[config.mk]
export PLATFORM = sky130hd
export DESIGN_NAME = idma_page_splitter
export DESIGN_NICKNAME = d
export VERILOG_FILES = /design/src/rtl/idma_page_splitter.sv
export SDC_FILE = /design/constraint.sdc
export NUM_CORES = 1
export LEC_CHECK = 0
export CELL_PAD_IN_SITES_DETAIL_PLACEMENT = 1
export CELL_PAD_IN_SITES_GLOBAL_PLACEMENT = 1
export CORE_UTILIZATION = 39
export CTS_CLUSTER_DIAMETER = 50
export DETAILED_ROUTE_END_ITERATION = 10
export PLACE_DENSITY_LB_ADDON = 0.1
export SYNTH_ARGS = -nofsm -noshare
export SYNTH_HDL_FRONTEND = slang
export SYNTH_SLANG_ARGS = --single-unit
export TNS_END_PERCENT = 10
[constraint.sdc]
create_clock -name clk_i -period 8.53 [get_ports clk_i]
set_input_delay 1.2795 -clock clk_i [delete_from_list [all_inputs] [get_ports clk_i]]
set_output_delay 1.2795 -clock clk_i [all_outputs]
set_load 0.01 [all_outputs]
[src/rtl/idma_page_splitter.sv]
// idma_page_splitter
// Cuts flattened 1D transfer requests into chunks that never cross a page
// boundary on either the source or the destination side, and never exceed
// the chunk length cap. Chunks are emitted one per cycle over valid/ready.
module idma_page_splitter #(
    parameter int ADDR_WIDTH      = 32,
    parameter int ID_WIDTH        = 4,
    parameter int OPT_WIDTH       = 8,
    parameter int PAGE_BYTES      = 4096,
    parameter int MAX_CHUNK_BYTES = 4096
) (
    input  logic                  clk_i,
    input  logic                  rst_i,
    input  logic                  req_valid_i,
    output logic                  req_ready_o,
    input  logic [ID_WIDTH-1:0]   req_id_i,
    input  logic [ADDR_WIDTH-1:0] req_src_i,
    input  logic [ADDR_WIDTH-1:0] req_dst_i,
    input  logic [ADDR_WIDTH-1:0] req_num_bytes_i,
    input  logic [OPT_WIDTH-1:0]  req_opt_i,
    output logic                  chunk_valid_o,
    input  logic                  chunk_ready_i,
    output logic [ID_WIDTH-1:0]   chunk_id_o,
    output logic [ADDR_WIDTH-1:0] chunk_src_o,
    output logic [ADDR_WIDTH-1:0] chunk_dst_o,
    output logic [ADDR_WIDTH-1:0] chunk_len_o,
    output logic [OPT_WIDTH-1:0]  chunk_opt_o,
    output logic                  chunk_last_o,
    output logic                  busy_o
);

    // Page offset width; page remainders need one extra bit to hold a full page.
    localparam int PW = $clog2(PAGE_BYTES);

    localparam logic [PW:0]           PAGE_L = (PW + 1)'(PAGE_BYTES);
    localparam logic [ADDR_WIDTH-1:0] MAX_L  = ADDR_WIDTH'(MAX_CHUNK_BYTES);

    typedef enum logic [0:0] {
        S_IDLE  = 1'b0,
        S_SPLIT = 1'b1
    } state_t;

    state_t                r_state;
    state_t                w_next_state;
    logic [ADDR_WIDTH-1:0] r_src;
    logic [ADDR_WIDTH-1:0] r_dst;
    logic [ADDR_WIDTH-1:0] r_rem;
    logic [ID_WIDTH-1:0]   r_id;
    logic [OPT_WIDTH-1:0]  r_opt;

    logic [PW:0]           w_src_page_rem;
    logic [PW:0]           w_dst_page_rem;
    logic [ADDR_WIDTH-1:0] w_len;
    logic                  w_last;
    logic                  w_chunk_valid;
    logic                  w_chunk_fire;
    logic                  w_req_ready;
    logic                  w_req_fire;
    logic                  w_req_nonzero;

    // Unsigned minimum of two address-width values.
    function automatic logic [ADDR_WIDTH-1:0] min_addr(
        input logic [ADDR_WIDTH-1:0] a,
        input logic [ADDR_WIDTH-1:0] b
    );
        return (a < b) ? a : b;
    endfunction

    // Chunk length and last flag, derived purely from the working registers.
    always_comb begin
        w_src_page_rem = PAGE_L - {1'b0, r_src[PW-1:0]};
        w_dst_page_rem = PAGE_L - {1'b0, r_dst[PW-1:0]};
        w_len          = min_addr(min_addr(r_rem, MAX_L),
                                  min_addr(ADDR_WIDTH'(w_src_page_rem),
                                           ADDR_WIDTH'(w_dst_page_rem)));
        w_last         = (w_len == r_rem);
    end

    // Handshake qualifiers; a new request may be taken on the last-chunk handshake.
    always_comb begin
        w_chunk_valid = (r_state == S_SPLIT);
        w_chunk_fire  = w_chunk_valid & chunk_ready_i;
        if (rst_i) begin
            w_req_ready = 1'b0;
        end else begin
            w_req_ready = (r_state == S_IDLE) | (w_chunk_fire & w_last);
        end
        w_req_fire    = req_valid_i & w_req_ready;
        w_req_nonzero = (req_num_bytes_i != {ADDR_WIDTH{1'b0}});
    end

    // Next-state selection for the split FSM.
    always_comb begin
        w_next_state = r_state;
        case (r_state)
            S_IDLE: begin
                if (w_req_fire && w_req_nonzero) begin
                    w_next_state = S_SPLIT;
                end else begin
                    w_next_state = S_IDLE;
                end
            end
            S_SPLIT: begin
                if (w_chunk_fire && w_last) begin
                    if (w_req_fire && w_req_nonzero) begin
                        w_next_state = S_SPLIT;
                    end else begin
                        w_next_state = S_IDLE;
                    end
                end else begin
                    w_next_state = S_SPLIT;
                end
            end
            default: w_next_state = S_IDLE;
        endcase
    end

    // State register.
    always_ff @(posedge clk_i) begin
        if (rst_i) begin
            r_state <= S_IDLE;
        end else begin
            r_state <= w_next_state;
        end
    end

    // Working registers: load on request accept, advance on chunk handshake.
    always_ff @(posedge clk_i) begin
        if (rst_i) begin
            r_src <= {ADDR_WIDTH{1'b0}};
            r_dst <= {ADDR_WIDTH{1'b0}};
            r_rem <= {ADDR_WIDTH{1'b0}};
            r_id  <= {ID_WIDTH{1'b0}};
            r_opt <= {OPT_WIDTH{1'b0}};
        end else if (w_req_fire) begin
            r_src <= req_src_i;
            r_dst <= req_dst_i;
            r_rem <= req_num_bytes_i;
            r_id  <= req_id_i;
            r_opt <= req_opt_i;
        end else if (w_chunk_fire) begin
            r_src <= r_src + w_len;
            r_dst <= r_dst + w_len;
            r_rem <= r_rem - w_len;
        end
    end

    assign req_ready_o   = w_req_ready;
    assign chunk_valid_o = w_chunk_valid;
    assign chunk_id_o    = r_id;
    assign chunk_src_o   = r_src;
    assign chunk_dst_o   = r_dst;
    assign chunk_len_o   = w_len;
    assign chunk_opt_o   = r_opt;
    assign chunk_last_o  = w_chunk_valid & w_last;
    assign busy_o        = (r_state == S_SPLIT);

endmodule

# Word-level counts from Yosys, hierarchy flattened
# Cells that the tools add are included.
# totals
ff_bits	109
latch_bits	0
ram_bits	0
rom_bits	0
input_bits	112
out_inout_bits	112
wordCells	38
n_memories	0
# classes
addsub	5
mul	0
n_div	0
order_cmp	3
eq_ne	1
shift	0
mux	13
n_bitwise	6
reduce_logical	4
# op_table
cell	n
$mux 32	8
$add 32x32->32	2
$eq 32x32->1	1
$lt 32x13->1	1
$lt 32x13->1 const B	1
$reduce_bool 32->1	1
$sub 32x32->32	1
$sub 13x12->13 const A	2
$lt 13x13->1	1
$mux 13	1
$and 1x1->1	4
$mux 1	3
$logic_and 1x1->1	2
$pmux 1 s2	1
$reduce_bool 2->1	1
$not 1->1	1
$or 1x1->1	1

# Depth between registers and ports, before layout
# depth
depth_word	14
depth_mapped	37

# Worst setup path after synthesis
# OpenSTA, ideal clock, no wires.
# synth_path
kind	register to register
start	reg r_dst[3] (netlist: chunk_dst_o[3])
end	reg r_rem[28]
setup_time_ps	132
arrival_time_ps	7605
t_required_ps	8398
path_slack_ps	793
path_stages_with_launch	34
path_buffers	2
synth_period_minus_slack_ps	7737
cell_sequence	dfxtp_1 > nor4_4 > nand2b_1 > or4_1 > or4_1 > xnor2_1 > ha_1 > and3_1 > and2_1 > o2bb2ai_1 > a21oi_1 > buf_2 > mux2i_1 > ha_1 > nor2b_1 > o21ai_0 > nand2b_1 > a21oi_1 > nand3_1 > o211ai_4 > buf_8 > mux2i_1 > ha_1 > inv_1 > fa_1 > a21o_1 > a221o_1 > a21oi_1 > a21oi_1 > o41ai_1 > nand2b_1 > mux2i_1 > a2111oi_0 > nor3_1
# synth_between
elab_chain_cells	11
elab_cells_between_ends	14
# synth_rtl
element	line	rtl
from (decl)	46	logic [ADDR_WIDTH-1:0] r_dst;
from (signal assigned)	131	r_dst <= {ADDR_WIDTH{1'b0}};
from (signal assigned)	137	r_dst <= req_dst_i;
from (signal assigned)	143	r_dst <= r_dst + w_len;
$sub 13x12->13 (*)	72	w_dst_page_rem = PAGE_L - {1'b0, r_dst[PW-1:0]};
$lt 13x13->1	66	return (a < b) ? a : b;
$mux 13 (*)	66	
$lt 32x13->1	66	
$mux 32 (*)	66	
named net chunk_len_o[0]	26	output logic [ADDR_WIDTH-1:0] chunk_len_o,
branches (longest 6 deep; another with $sub 32x32->32)	n/a	
to (signal assigned)	132	r_rem <= {ADDR_WIDTH{1'b0}};
to (signal assigned)	138	r_rem <= req_num_bytes_i;
to (signal assigned)	144	r_rem <= r_rem - w_len;
to (decl)	47	logic [ADDR_WIDTH-1:0] r_rem;
# Mark *: on every way through the listed nets, which the timed path passes. The select of a mux whose other input is x is not followed.
# A chain may end at the register's enable or synchronous reset.

# Worst setup path after layout
# layout_path
start	reg r_dst[5] (netlist: chunk_dst_o[5])
end	out req_ready_o
# layout_between
elab_chain_cells	9
# layout_rtl
element	line	rtl
$sub 13x12->13 (*)	72	
$lt 13x13->1	66	
$mux 13 (*)	66	
$lt 32x13->1	66	
$mux 32 (*)	66	
$eq 32x32->1 (*)	76	w_last = (w_len == r_rem);
$and 1x1->1 (*)	86	w_req_ready = (r_state == S_IDLE) | (w_chunk_fire & w_last);
$or 1x1->1 (*)	86	
$mux 1 (*)	83	if (rst_i) begin
to (decl)	15	output logic req_ready_o,
# Mark *: on every way between the ends. The rest lies on a longest branch, timed or not.

==> impl_metrics.csv <==
group,metric,value,unit
outcome,status,"finished, final reports clean",
global_route,grtUsageTotal,29.36,%
synthesis,syn-cell-area,0.01104,mm^2
final_layout,instances_no_fill,2122,
global_route,grt_pass1_wl,67000,um
global_route,first_global_vias,12480,
placed_design,place_ws,-0.2311,ns
floorplan,start_util,39.74,%
global_route,grt_overflow,0,
route,drt-total-wl,42280,um
synthesis,yosysWarnings,0,
cts,hold_buffers,0,
synthesis,synth-seq-cells,109,
worst_setup_path,max_stage_delay,0.44,ns
route,vias,12220,
placed_design,hpwlAfterDp,32340,um
worst_setup_path,reg2reg_to,"chunk_src_o[29]",
sta,hold_slack,0.4576,ns
sta,fmax,121.5,MHz
route,remaining_drc_errors,0,
route,drt-initial-drc-count,570,
placed_design,place.gp.congestion,0.9469,
route,vias_per_cell,5.760,
sta,slew-limit-headroom,43.82,%
worst_setup_path,worstPathMaxFanout,10,
global_route,antenna_found_initial,0,
cts,tritoncts,"yes",
final_layout,fin_nets,1970,
floorplan,die_h,170.2,um
sta,tns,0,ns
synthesis,synth.avg_cell_area,7.479,um^2
worst_setup_path,reg2reg_depth,35,
route,wire_per_inst,19.92,um
sta,min_period_over_period,96.46,%
sta,finalWorstSetupSlack,0.3016,ns
final_layout,drive_gt1_share,8.142,%
sta,setup_viol,0,
cts,clockBufferDepth,2,
min_path,min_to,"chunk_id_o[1]",
synthesis,synth_cells,1476,
sta,tightest_slew,0.8427,ns
floorplan,core_area,0.02778,mm^2
min_path,worstHoldPathCells,2,
sta,final.min_clock_period,8.228,ns
final_layout,synthToLayoutAreaGrowth,30.57,%
synthesis,synth.distinct_cells,82,
worst_setup_path,reg2reg_slack,0.44,ns
worst_setup_path,worstSetupPathType,"flip-flop to primary output",
route,dr.pass1.iters,4,
worst_setup_path,crit_required,7.25,ns
sta,slew_violations,0,
synthesis,ys.flop_type,"dfxtp_1",
route,ant_nets,0,
cts,clock-sinks,109,
worst_setup_path,cp.arrival,6.95,ns
job,cap_violations,0,
worst_setup_path,cpMostUsedCell,"a21oi_2",
sta,hold_violations,0,
final_layout,layout_common_cells,"clkdlybuf4s50_1, nand2_1, nor2_1",
cts,ctsHtreeMaxLevel,3,
floorplan,core.rowCount,61,
cts,cts_made_buffers,9,
floorplan,num_io_pins,224,
synthesis,yosysSeqAreaShare,19.77,%
final_layout,final_common_cell,"clkdlybuf4s50_1",
global_route,grt_max_degree,112,
final_layout,diodes,0,
min_path,hold_class,"flip-flop to flip-flop",
worst_setup_path,rr_startpoint,"chunk_dst_o[5]",
placed_design,dp.cells,2094,
synthesis,async_reset_ff_share,0,%
worst_setup_path,critPathLaunchType,"flip-flop",
worst_setup_path,cpMaxStageDelayCell,"or4_4",
worst_setup_path,crit_path_end_kind,"primary output",
min_path,hold_start,"chunk_id_o[1]",
synthesis,synth-edff-count,0,
floorplan,die-area,0.02898,mm^2
floorplan,die_w,170.2,um
cts,clk_pin_slew,0.08,ns
sta,skew,0.01054,ns
cts,cts_root_buffer,"clkbuf_16",
cts,clk_latency,0.38,ns
placed_design,io_buffer_count,204,
stage by stage:
stage / instance area, um^2 / utilization [%]
after CTS: 14280 / 51.39
final: 14410 / 51.88
after floorplan: 11310 / -
after global routing: 14410 / 51.88
after global placement: 13860 / 49.88
after detailed placement: 13860 / 49.88
cell families (layout without fill, tap and decap cells):
family	Yosys count	after routing	share of synthesized area, %
buffers and inverters	132	329	5.406
AND/OR/NAND/NOR	554	554	24.06
other	2	73	0.06803
adder cells (fa/ha/maj)	119	119	13.69
XOR/XNOR	83	83	6.585
flip-flops	109	109	19.77
AO/OA/AOI/OAI	439	439	26.60
multiplexers	38	38	3.820
area by class of cell:
| type | count | area, um^2 |
|---|---|---|
| Multi-Input combinational cell | 1306 | 8680 |
| Timing Repair Buffer | 271 | 2613 |
| Sequential cell | 109 | 2182 |
| Fill cell | 3502 | 13370 |
| Clock inverter | 7 | 83.83 |
| Clock buffer | 9 | 225.2 |
| Tap cell | 378 | 473.0 |
| Inverter | 42 | 157.7 |
Yosys cell counts (all sizes together), types with 9 or more instances:
| cell type | instances | area share (%) |
|---|---|---|
| nand2 | 171 | 5.8 |
| nor2 | 153 | 5.2 |
| a21oi | 120 | 5.4 |
| ha | 116 | 13 |
| dfxtp | 109 | 20 |
| o21ai | 89 | 4.0 |
| clkbuf | 61 | 2.1 |
| xnor2 | 56 | 4.4 |
| nor3 | 49 | 2.2 |
| inv | 42 | 1.4 |
| nand3 | 39 | 1.8 |
| a211oi | 38 | 2.6 |
| a21o | 35 | 2.4 |
| buf | 29 | 1.9 |
| a311oi | 28 | 2.2 |
| xor2 | 27 | 2.1 |
| mux2i | 26 | 2.4 |
| nor4 | 25 | 1.6 |
| o21a | 25 | 1.7 |
| and3 | 18 | 1.0 |
| nand2b | 17 | 0.96 |
| o211ai | 16 | 1.2 |
| nand4 | 15 | 0.99 |
| a31oi | 12 | 0.74 |
| mux2 | 12 | 1.5 |
| nor2b | 12 | 0.68 |
| a2111oi | 9 | 0.90 |
metal layers:
layer  part of all wire [%]  GRT usage, %  vias up
met3                    4.0         4.023       47
met4                    2.0         8.069        0
li1                       -             -     5887
met2                     48         50.94      261
met5                      0             0        -
met1                     46         37.73     6027
worst max-delay path by stage:
stage                            endpoint      startpoint  slack (ns)  cells after the start
after detailed placement      req_ready_o  chunk_dst_o[3]       -0.23                     28
after floorplan                 r_rem[28]  chunk_dst_o[3]        0.79                     33
after global routing      chunk_src_o[29]  chunk_dst_o[5]       -0.07                     37
after CTS                    chunk_last_o  chunk_dst_o[3]      -0.001                     27
after global placement        req_ready_o  chunk_dst_o[3]       -0.02                     28
final                         req_ready_o  chunk_dst_o[5]        0.30                     28
sequential cells by signal (all words and copies together), names as in the netlist:
| name | count |
|---|---|
| chunk_opt_o | 8 |
| chunk_src_o | 32 |
| chunk_dst_o | 32 |
| chunk_id_o | 4 |
| busy_o | 1 |
| r_rem | 32 |
critical path: cells and delay by family (launching register included):
| family | cells | cell delay (ns) |
|---|---|---|
| simple gates | 12 | 2.84 |
| compound gates | 8 | 1.45 |
| fa+ha+maj | 3 | 0.93 |
| buf+inv | 3 | 0.47 |
| mux | 1 | 0.36 |
| flops | 1 | 0.34 |
| xor+xnor | 1 | 0.17 |
repair_timing:
action                                  CTS  global route
gates cloned                              0             1
pin swaps                                 5             8
setup buffers                             8             3
endpoints found under the setup margin    6            41
gates resized for setup                   9            27
Power is left out: the tool's default activity adds up to more than one toggle a clock period on the data nets, which glitch-free logic cannot reach.
==> edit 1: new RTL, same settings <==
`OPT_WIDTH`: 8 -> 6.
--- a/src/rtl/idma_page_splitter.sv
+++ b/src/rtl/idma_page_splitter.sv
@@ -7,3 +7,3 @@
     parameter int ID_WIDTH        = 4,
-    parameter int OPT_WIDTH       = 8,
+    parameter int OPT_WIDTH       = 6,
     parameter int PAGE_BYTES      = 4096,
Ports: changed (resized chunk_opt_o and req_opt_i); port bits go from 224 to 220. The function was not compared with the original's and may differ.
==> edit 1 against the unedited design <==
- final cell count down 4.0%
- sequential cell count down 2
- wire length down 6.8%
- setup slack worse by 180 ps
- area after synthesis down 2.4%
- synthesized cell count down 2.8%
- final area down 2.8%
- die area down 2.4%
Power is not shown: default switching activity piles up to over one toggle a cycle in this logic, so the estimate is an artifact.
==> edit 1: results (changes against the unedited design) <==
status finished clean (unchanged); Post-CTS Setup Bufs 0 (was 8); antenna violations before repair 1 (was 0); Yosys cell types 68 (was 82); Clock Tree Buf Depth 2 (unchanged); Worst-Margin Slew 942 ps (was 843 ps); Worst-path clk slew 90 ps; crit path max fanout 10 (unchanged); Worst Hold Class flip-flop to flip-flop (unchanged); initial core utilization 39.9% (was 39.7%); CP max-delay cell or4_4 (unchanged); top cells by count, synth nand2_1 (172), nor2_1 (145), ha_1 (116), a21oi_1 (108), dfxtp_1 (107) (was nand2_1 (171), nor2_1 (153), a21oi_1 (120), ha_1 (116), dfxtp_1 (109)); Seq/Total Area, Yosys 19.9% (was 19.8%); H-tree lvl count 3 (unchanged); ys flop type dfxtp_1 (unchanged); routability congestion estimate 0.905 (was 0.947); synth warn 0 (unchanged); largest net degree at the start of global routing 79 (was 112); first-pass GRT wire length 63,900 um (was 67,000 um); ratio of cells with drive above 1 in the final layout 7.61% (was 8.14%); CP arrival 7130 ps (was 6950 ps); IO buf count 200 (was 204); routed via count 11,618 (was 12,222); Setup Skew 14.1 ps (was 10.5 ps); top cells by area, synth dfxtp_1 (20%), ha_1 (13%), nand2_1 (6.0%) (was dfxtp_1 (20%), ha_1 (13%), nand2_1 (5.8%)); Async SR Flop Fraction 0% (unchanged); DR pass1 iterations 4 (unchanged); clk_lat worst skew 370 ps; max incr delay on CP 550 ps (was 440 ps); Inserted Clock Buffers 9 (unchanged); DR iter-0 viols 634 (was 570); DRT Wirelength 39,400 um (was 42,300 um); DP HPWL 30,600 um (was 32,300 um); Fillers 3,373 (was 3,502); Place WS -215 ps (was -231 ps); Clk Tree Root Cell clkbuf_16 (unchanged); number of global-route vias before repair 11,956 (was 12,478); Tot GR Track Use 28.3% (was 29.4%); Nets 1,919 (was 1,970)
-- edit 1: repair_timing --
item                                    in CTS  in global routing
endpoints found under the setup margin       3                 17
hold endpoints to repair                     0                  0
hold buffers                                 0                  0
gates resized for setup                     23                 11
pin swaps                                    3                  1
-- edit 1: cell type report --
class	instances	area, um2	area share, %
multi-input cells	1261	8430	60.2
repair buffers	262	2520	18.0
flip-flops and latches	107	2140	15.3
well taps	341	427	3.05
clock buffers	10	239	1.71
inverters	49	184	1.31
clock inverters	6	65.1	0.465
diodes	1	2.50	0.0179
-- edit 1: cell families after synthesis --
kind of cell	after synthesis	share of synthesized area [%]
compound gates	413	25.8
xor+xnor	87	7.07
fa+ha+maj	119	14.0
buf+inv	137	5.77
flops	107	19.9
mux	46	4.72
other cells	2	0.0697
simple gates	523	22.7
-- edit 1: metrics by stage --
stage          cells  hold WS [ps]  cell area, um2  util, %
6_report        2037           478           14000     51.8
4_1_cts         2036           485           14000     51.6
3_5_place_dp    2020           468           13600     50.1
2_1_floorplan   1505           471           11000        -
5_1_grt         2036           513           14000     51.8
3_3_place_gp    2020           461           13600     50.1
-- edit 1: final timing paths --
check / slack (ps) / end / depth (start not counted) / startpoint
worst min register to register: 480 / chunk_opt_o[4] / 2 / chunk_opt_o[4]
worst max-delay path: 120 / req_ready_o / 27 / chunk_src_o[0]
worst min-delay path: 480 / chunk_opt_o[4] / 2 / chunk_opt_o[4]
worst max register to register: 390 / chunk_src_o[30] / 32 / chunk_src_o[0]
-- edit 1: per-layer routing --
| layer | GRT usage [%] | vias to the layer above | wire, um |
|---|---|---|---|
| met2 | 48.4 | 263 | 18300 |
| li1 | - | 5672 | - |
| met4 | 7.91 | 2 | 928 |
| met1 | 36.7 | 5623 | 18300 |
| met3 | 4.61 | 58 | 1860 |
| met5 | 0 | - | 13 |
-- edit 1: worst max-delay path, delay by kind of cell (launching register included) --
kind | cells | cell delay (ps)
AND/OR/NAND/NOR | 7 | 2250
AO/OA/AOI/OAI | 9 | 1660
adder cells (fa/ha/maj) | 3 | 920
buffers and inverters | 5 | 910
multiplexers | 2 | 470
flip-flops | 1 | 320
XOR/XNOR | 1 | 230
==> edit 2: new RTL, same flow settings <==
Without the edit above. Make the reset (`rst_i`) asynchronous in 2 clocked blocks.
--- a/src/rtl/idma_page_splitter.sv
+++ b/src/rtl/idma_page_splitter.sv
@@ -118,3 +118,3 @@
     // State register.
-    always_ff @(posedge clk_i) begin
+    always_ff @(posedge clk_i or posedge rst_i) begin
         if (rst_i) begin
@@ -127,3 +127,3 @@
     // Working registers: load on request accept, advance on chunk handshake.
-    always_ff @(posedge clk_i) begin
+    always_ff @(posedge clk_i or posedge rst_i) begin
         if (rst_i) begin
Function: changed (Yosys sat finds a counterexample within 4 cycles, from zero or initial values and one cycle with rst_i high; the reset may be asserted at any time).
==> edit 2 against the unedited design <==
- utilization up 0.18 points
- setup slack better by 74 ps
- global-route usage down 1.4 points
- fmax up 0.91%
- final area up 0.89%
- wire length down 4.9%
- sequential cell count unchanged
- final cell count down 1.2%
- first-iteration DRC count down 2.6%
- area after synthesis up 0.74%
- critical path type unchanged
- highest routed layer unchanged
Power is not shown: default switching activity piles up to over one toggle a cycle in this logic, so the estimate is an artifact.
==> edit 2: results (changes against the unedited design) <==
DR iter-0 viols 555 (was 570); top cells by area, synth dfrtp_1 (25%), ha_1 (13%), a21oi_1 (7.0%) (was dfxtp_1 (20%), ha_1 (13%), nand2_1 (5.8%)); Setup Skew 13.3 ps (was 10.5 ps); CP arrival 6870 ps (was 6950 ps); Async SR Flop Fraction 100% (was 0%); Inserted Clock Buffers 9 (unchanged); top routing layer in use met4 (unchanged); CP max-delay cell dfrtp_2 (was or4_4); DR pass1 iterations 8 (was 4); ratio of cells with drive above 1 in the final layout 8.21% (was 8.14%); synth warn 0 (unchanged); DR WL met3 1370 um (was 1680 um); r2r endpoint chunk_src_o[30] (was chunk_src_o[29]); total gr overflow 0 (unchanged); crit path max fanout 11 (was 10); Final Critical Period 8150 ps (was 8230 ps); met2 WL 19,500 um (was 20,400 um); Tot GR Track Use 27.9% (was 29.4%); Worst-path clk slew 90 ps; Clock Tree Buf Depth 2 (unchanged); Hold Crit Endpoint chunk_opt_o[5] (was chunk_id_o[1]); reg2reg path depth 35 (unchanged); Rel. slew slack 42.2% (was 43.8%); IO buf count 204 (unchanged); top cells by count, synth nand2_1 (178), a21oi_1 (155), nor2_1 (152), ha_1 (116), dfrtp_1 (109) (was nand2_1 (171), nor2_1 (153), a21oi_1 (120), ha_1 (116), dfxtp_1 (109)); Reg2Reg Setup Slack 470 ps (was 440 ps); WL per Instance 19.2 um (was 19.9 um); max incr delay on CP 460 ps (was 440 ps); Yosys cell types 69 (was 82); ys flop type dfrtp_1 (was dfxtp_1); Worst Hold Class flip-flop to flip-flop (unchanged); Hold WS 477 ps (was 458 ps); first-pass GRT wire length 64,100 um (was 67,000 um); DP HPWL 31,000 um (was 32,300 um); clk_lat worst skew 380 ps (about the same); routability congestion estimate 0.881 (was 0.947); Nets 1,944 (was 1,970); worst reg2reg startpoint chunk_src_o[1] (was chunk_dst_o[5]); WL met1 18,900 um (was 19,300 um); status finished clean (unchanged); Seq/Total Area, Yosys 24.5% (was 19.8%); Min-Delay Path Depth 2 (unchanged); Clk Tree Root Cell clkbuf_16 (unchanged); min-delay src chunk_opt_o[5] (was chunk_id_o[1]); antenna violations before repair 1 (was 0); routed via count 11,743 (was 12,222); H-tree lvl count 3 (unchanged); largest net degree at the start of global routing 74 (was 112); Place WS 16.1 ps (was -231 ps)
edit 2: changes by cell type after synthesis, moves of 19 or more:
cell      change
a311oi_1     -23
clkbuf_1     -19
a21oi_1      +35
xnor2_1      -24
dfxtp_1     -109
dfrtp_1     +109
edit 2: critical path, delay by kind of cell, from the launching register on:
kind	cells	cell delay, ps
flops	1	460
xor+xnor	1	180
buf+inv	7	1030
simple gates	5	750
mux	2	590
fa+ha+maj	6	1820
compound gates	10	1650
edit 2: cell families after synthesis:
family / count (synthesis) / synth area share, %
flip-flops: 109 / 24.5
multiplexers: 32 / 3.25
buffers and inverters: 127 / 5.19
XOR/XNOR: 71 / 5.59
AND/OR/NAND/NOR: 515 / 21.4
other: 2 / 0.0675
AO/OA/AOI/OAI: 464 / 26.1
adder cells (fa/ha/maj): 122 / 13.9
edit 2: layout make-up:
class,instances,area (um2)
repair buffers,266,2570
fillers,3489,13400
clock inverters,7,83.8
flip-flops and latches,109,2730
inverters,50,190
clock buffers,9,225
well taps,378,473
multi-input cells,1277,8270
diodes,1,2.50
edit 2: stage by stage:
| step | instances | util [%] | instance area (um2) |
|---|---|---|---|
| floorplan | 1513 | - | 11400 |
| global placement | 2073 | 50.1 | 14000 |
| detailed placement | 2073 | 50.1 | 14000 |
| CTS | 2094 | 51.6 | 14400 |
| global route | 2096 | 52.1 | 14500 |
| finish | 2097 | 52.1 | 14500 |
edit 2: worst max-delay path by stage:
stage                               from               to  depth (start not counted)
after floorplan           chunk_dst_o[0]        r_rem[30]                         37
after global placement    chunk_dst_o[1]      req_ready_o                         30
after detailed placement  chunk_dst_o[1]        r_rem[30]                         35
after CTS                 chunk_dst_o[1]      req_ready_o                         32
after global routing      chunk_dst_o[0]  chunk_src_o[31]                         37
final                     chunk_src_o[1]      req_ready_o                         31
edit 2: repair_timing:
| action | CTS | global route |
|---|---|---|
| setup buffers | 4 | 2 |
| endpoints found under the setup margin | 3 | 29 |
| pin swaps | 3 | 4 |
| gates cloned | 1 | 0 |
| resized for setup | 14 | 30 |
edit 2: per-layer routing:
layer | vias to the layer above | global-route usage (%)
met5 | - | 0
met4 | 0 | 5.63
met3 | 26 | 3.98
met2 | 208 | 48.0
met1 | 5813 | 37.2
li1 | 5696 | -
